File: config.mk
export PLATFORM = sky130hd
export DESIGN_NAME = fir_out_decimator
export DESIGN_NICKNAME = d
export VERILOG_FILES = /design/src/rtl/fir_out_decimator.sv
export SDC_FILE = /design/constraint.sdc
export NUM_CORES = 1
export LEC_CHECK = 0
export CAP_MARGIN = 20
export CORE_MARGIN = 1
export CORE_UTILIZATION = 60
export CTS_BUF_LIST = sky130_fd_sc_hd__clkbuf_16
export DETAILED_ROUTE_END_ITERATION = 7
export PLACE_DENSITY = 0.82
export SYNTH_ARGS = -nofsm -noshare
export SYNTH_HDL_FRONTEND = slang
export SYNTH_SLANG_ARGS = --single-unit
File: constraint.sdc
create_clock -name clk -period 3.9 [get_ports clk]
set_clock_uncertainty 0.2 [all_clocks]
set_input_delay 0.39 -clock clk [delete_from_list [all_inputs] [get_ports clk]]
set_output_delay 0.39 -clock clk [all_outputs]
set_load 0.01 [all_outputs]
File: src/rtl/fir_out_decimator.sv
// Boxcar decimator for the FIR output stream: averages blocks of 2^DECIM_LOG2
// samples into a small FIFO. Optional drop counter enabled by `define DROP_CNT_EN.
module fir_out_decimator #(
  parameter int DATA_W     = 16,
  parameter int DECIM_LOG2 = 2,
  parameter int DEPTH_LOG2 = 2
) (
  input  logic              clk,
  input  logic              rst,
  input  logic              in_valid,
  input  logic [DATA_W-1:0] in_data,
  output logic              out_valid,
  input  logic              out_ready,
  output logic [DATA_W-1:0] out_data,
  output logic              fifo_full,
  output logic              overflow,
  input  logic              ovf_clr
`ifdef DROP_CNT_EN
  ,
  output logic [7:0]        drop_cnt
`endif
);

  localparam int ACC_W = DATA_W + DECIM_LOG2;
  localparam int DEPTH = 1 << DEPTH_LOG2;
  localparam logic [DEPTH_LOG2:0] C_FULL_CNT = (DEPTH_LOG2+1)'(DEPTH);

  // Handshake: an output entry transfers on a posedge where out_valid && out_ready;
  // out_valid never depends on out_ready, and the input side has no backpressure.

  logic [ACC_W-1:0]      r_acc;
  logic [DECIM_LOG2-1:0] r_cnt;
  logic [DATA_W-1:0]     r_mem [DEPTH];
  logic [DEPTH_LOG2-1:0] r_wr_ptr;
  logic [DEPTH_LOG2-1:0] r_rd_ptr;
  logic [DEPTH_LOG2:0]   r_count;
  logic                  r_overflow;

  logic [ACC_W-1:0]  w_sum;
  logic [DATA_W-1:0] w_result;
  logic              w_push;
  logic              w_pop;
  logic              w_full;
  logic              w_empty;
  logic              w_push_ok;
  logic              w_drop;

  assign w_sum     = r_acc + ACC_W'(in_data);
  assign w_result  = w_sum[ACC_W-1:DECIM_LOG2];
  assign w_push    = in_valid && (r_cnt == {DECIM_LOG2{1'b1}});
  assign w_empty   = (r_count == '0);
  assign w_full    = (r_count == C_FULL_CNT);
  assign w_pop     = !w_empty && out_ready;
  // A full FIFO still accepts a push when the head leaves on the same edge.
  assign w_push_ok = w_push && (!w_full || w_pop);
  assign w_drop    = w_push && w_full && !w_pop;

  always_ff @(posedge clk) begin
    if (!rst) begin
      r_acc <= '0;
      r_cnt <= '0;
    end else if (in_valid) begin
      if (w_push) begin
        r_acc <= '0;
        r_cnt <= '0;
      end else begin
        r_acc <= w_sum;
        r_cnt <= r_cnt + DECIM_LOG2'(1);
      end
    end
  end

  always_ff @(posedge clk) begin
    if (!rst) begin
      r_wr_ptr <= '0;
      r_rd_ptr <= '0;
      r_count  <= '0;
    end else begin
      if (w_push_ok) r_wr_ptr <= r_wr_ptr + DEPTH_LOG2'(1);
      if (w_pop)     r_rd_ptr <= r_rd_ptr + DEPTH_LOG2'(1);
      if (w_push_ok && !w_pop)      r_count <= r_count + (DEPTH_LOG2+1)'(1);
      else if (w_pop && !w_push_ok) r_count <= r_count - (DEPTH_LOG2+1)'(1);
    end
  end

  // Storage needs no reset: the occupancy count masks stale entries.
  always_ff @(posedge clk) begin
    if (rst && w_push_ok) r_mem[r_wr_ptr] <= w_result;
  end

  always_ff @(posedge clk) begin
    if (!rst)         r_overflow <= 1'b0;
    else if (w_drop)  r_overflow <= 1'b1;
    else if (ovf_clr) r_overflow <= 1'b0;
  end

`ifdef DROP_CNT_EN
  logic [7:0] r_drop_cnt;

  always_ff @(posedge clk) begin
    if (!rst) begin
      r_drop_cnt <= '0;
    end else if (w_drop) begin
      if (ovf_clr)                 r_drop_cnt <= 8'd1;
      else if (r_drop_cnt != 8'hFF) r_drop_cnt <= r_drop_cnt + 8'd1;
    end else if (ovf_clr) begin
      r_drop_cnt <= '0;
    end
  end

  assign drop_cnt = r_drop_cnt;
`endif

  assign out_valid = !w_empty;
  assign out_data  = w_empty ? '0 : r_mem[r_rd_ptr];
  assign fifo_full = w_full;
  assign overflow  = r_overflow;

endmodule

==> flow_metrics.tcl <==
set metrics [dict create \
    placed_area_um2 5090 \
    critical_path.cell_chain "clkdlybuf4s50_1 > buf_4 > nand2_1 > nor2_1 > ha_1 > inv_1 > fa_1 > xor2_1 > or3_1 > a21boi_0" \
    critPathArrivalTime_ns 2.89 \
    cap_viol_max_count 0 \
    buffer_type_at_the_clock_tree_root "sky130_fd_sc_hd__clkbuf_16" \
    start_util 0.630 \
    slew_headroom 0.425 \
    outcome "finished clean" \
    post-route-min-period_ns 2.82 \
    grt-ovfl-total 0 \
    slowest_stage "sky130_fd_sc_hd__clkdlybuf4s50_1" \
    worst_ep_required_time_ns 3.97 \
    ir_worst_vdd_v 0.000286 \
    syn_inst 365 \
    grt_pass1_vias 3012 \
    synth-compound-area-share 0.109 \
    reg2reg_slack_ns 1.15 \
    synth_area_um2 4640 \
    synth-seq-area-share 0.543 \
    stdcell_area_um2 5380 \
    synth_top_cells_by_area "sky130_fd_sc_hd__edfxtp_1, sky130_fd_sc_hd__dfxtp_1, sky130_fd_sc_hd__mux4_2" \
    residual_antenna_violating_net_count_after_detailed_routing 0 \
    critPathMaxFanout 14 \
    nFillCells 506 \
    cts-buffers-inserted 9 \
    dr_vias_cell 5.91 \
    p_per_area_nw_per_um2 550 \
    power_share_of_the_sequential_group 0.410 \
    die_h_um 90.0 \
    total_leakage_power_nw 1.94 \
    std_cell_rows 31 \
    synth_top_family_by_area "simple AND/OR/NAND/NOR gates" \
    number_of_nets_in_the_layout 446 \
    synth_area_leader_cell "sky130_fd_sc_hd__edfxtp_1" \
    totalWireLength_um 8850 \
    grt_first_pass_wirelength_um 14500 \
    synth_flop_cell "sky130_fd_sc_hd__edfxtp_1" \
    min_path_type "register to register" \
    synth_xor_xnor_area_share 0.0321 \
    avgSynthCellArea_um2 12.7 \
    worstMarginPinSlew_ns 0.863 \
    gp_congestion 0.912 \
    critical-path-max-stage-delay_ns 0.46 \
    grt_setup_unrepaired "no" \
    number_of_antenna_violations_at_the_first_check_in_global_routing 0 \
    netSwitchingPower_mw 0.899 \
    postCtsSetupRepairBufs 0 \
    combinational_fraction_of_design_power 0.307 \
    netSwitchingFraction 0.304 \
    multiInputGateArea_um2 2000 \
    drt_pass1_iterations 4 \
    end_kind "register" \
    post-dp-hpwl_um 6050 \
    synth.net_count 410 \
    fraction_of_synthesized_area_in_multiplexers 0.0862 \
    period_share 0.723 \
    grt_start_max_net_pins 27 \
    cts-htree-levels 3 \
    synthArstFlopShare 0 \
    setup-tns-final_ns 0 \
    post-route-worst-setup-slack_ns 1.08 \
    drc_errors 0 \
    yosys.area_share.simple 0.134 \
    synthesis.yosys.warnings 0 \
    cp.buffers_inverters 3 \
    post-layout-total-power_mw 2.96 \
    share_of_layout_cells_above_drive_strength_1 0.111 \
    ios 40 \
    die_area_um2 8100 \
    synth_fa_ha_area_frac 0.0679 \
    finalSetupViolations 0 \
    tritoncts "built" \
    yosys_register_bits 94 \
    maxSlewViolCount 0 \
    cts_repair_resize_count 0 \
    internal_cell_power_mw 2.06 \
    grt_util_all_layers 0.233 \
    worst_setup_path_start_kind "input port" \
    worst_setup_hold_path_clk_slew_ns 0.07 \
    antenna_fix_cells 0 \
    initial_drc_count 148 \
    number_of_buffers_on_the_longest_clock_path 2 \
    most_used_cells_in_the_layout_excluding_fill_and_tap_cells "sky130_fd_sc_hd__edfxtp_1, sky130_fd_sc_hd__clkdlybuf4s50_1, sky130_fd_sc_hd__dfxtp_1" \
    pwr-share-clk 0.283 \
    crit_family "simple AND/OR/NAND/NOR gates" \
    dp_worst_setup_slack_ns 0.764 \
    routedWlPerCell_um 17.5 \
    fmax_mhz 355 \
    hold_buffers 0 \
    detailroute.via_count 2984 \
    post_synth_num_cell_types 56 \
    clock_sink_count 94 \
    placed_cells_incl_taps 489 \
    synth_enable_flop_cells 64 \
    syn2layout_area_growth_pct 15.8 \
    fp.coreArea_um2 7370 \
    final-hold-violation-count 0 \
    chipWidth_um 90.0 \
    layout_commonest_cell "sky130_fd_sc_hd__edfxtp_1" \
    final_cell_count_no_fill 505 \
    critPathKind "input port to register" \
    clk_latency_ns 0.34 \
    ff_latch_area_um2 2520 \
    number_of_buffers_inserted_by_port_buffering 39 \
    yosys.area.top_type_share 0.414 \
]
-- kinds of logic after synthesis --
group | count (synthesis)
flip-flops | 94
adder cells (fa/ha/maj) | 24
AND/OR/NAND/NOR | 112
XOR/XNOR | 17
AO/OA/AOI/OAI | 71
buffers and inverters | 27
multiplexers | 20
-- flip-flops by register name, summed over array words and instances, names as in the netlist, named ones only --
signal and flops:
r_mem 64, r_acc 18, r_count 3, r_cnt 2, r_rd_ptr 2, r_wr_ptr 2, overflow 1
-- metrics by stage --
stage          utilization  hold WS, ns
3_5_place_dp         0.690        0.251
4_1_cts              0.730        0.274
5_1_grt              0.730        0.299
6_report             0.730        0.270
3_3_place_gp         0.690        0.244
2_1_floorplan            -        0.229
-- worst paths after layout --
kind / from / to / cells after the start
hold reg to reg: r_acc[15] / r_acc[15] / 2
setup / recovery: in_valid / r_count[2] / 10
hold / removal: r_acc[15] / r_acc[15] / 2
setup reg to reg: r_cnt[0] / r_count[2] / 9
-- synthesized netlist by cell type, drive strengths merged (8+ instances only) --
cell / number
nor2b: 15
nand3: 11
nand2: 27
buf: 8
and2: 27
o21ai: 12
mux4: 16
dfxtp: 30
xnor2: 11
inv: 11
edfxtp: 64
a21oi: 23
ha: 22
-- cell type report --
| class | count | area share |
|---|---|---|
| well taps | 99 | 0.0230 |
| flip-flops and latches | 94 | 0.469 |
| clock inverters | 7 | 0.0119 |
| clock buffers | 9 | 0.0419 |
| repair buffers | 41 | 0.0754 |
| inverters | 11 | 0.00768 |
| multi-input cells | 244 | 0.371 |
-- layer usage --
metal / vias up / track usage / routed length, µm
li1: 1438 / - / -
met1: 1449 / 0.302 / 3890
met2: 81 / 0.396 / 4410
met3: 16 / 0.0431 / 401
met4: 0 / 0.0833 / 150
met5: - / 0 / 0
-- worst register-to-register path, stage by stage, from the launching register on --
cell	delay (ns)
sky130_fd_sc_hd__dfxtp_1	0.35
sky130_fd_sc_hd__ha_1	0.27
sky130_fd_sc_hd__nand2_1	0.11
sky130_fd_sc_hd__nor2_1	0.40
sky130_fd_sc_hd__ha_1	0.27
sky130_fd_sc_hd__inv_1	0.06
sky130_fd_sc_hd__fa_1	0.38
sky130_fd_sc_hd__xor2_1	0.18
sky130_fd_sc_hd__or3_1	0.30
sky130_fd_sc_hd__a21boi_0	0.17
-- power by group through the flow --
stage	Sequential, mW	Combinational [mW]	Clock (mW)
4_1_cts	1.21	0.910	0.850
5_1_grt	1.22	0.993	0.892
3_5_place_dp	1.23	0.899	0
3_3_place_gp	1.23	0.871	0
6_report	1.21	0.909	0.836
2_1_floorplan	1.22	0.574	0
(Power assumes the default switching activity.)
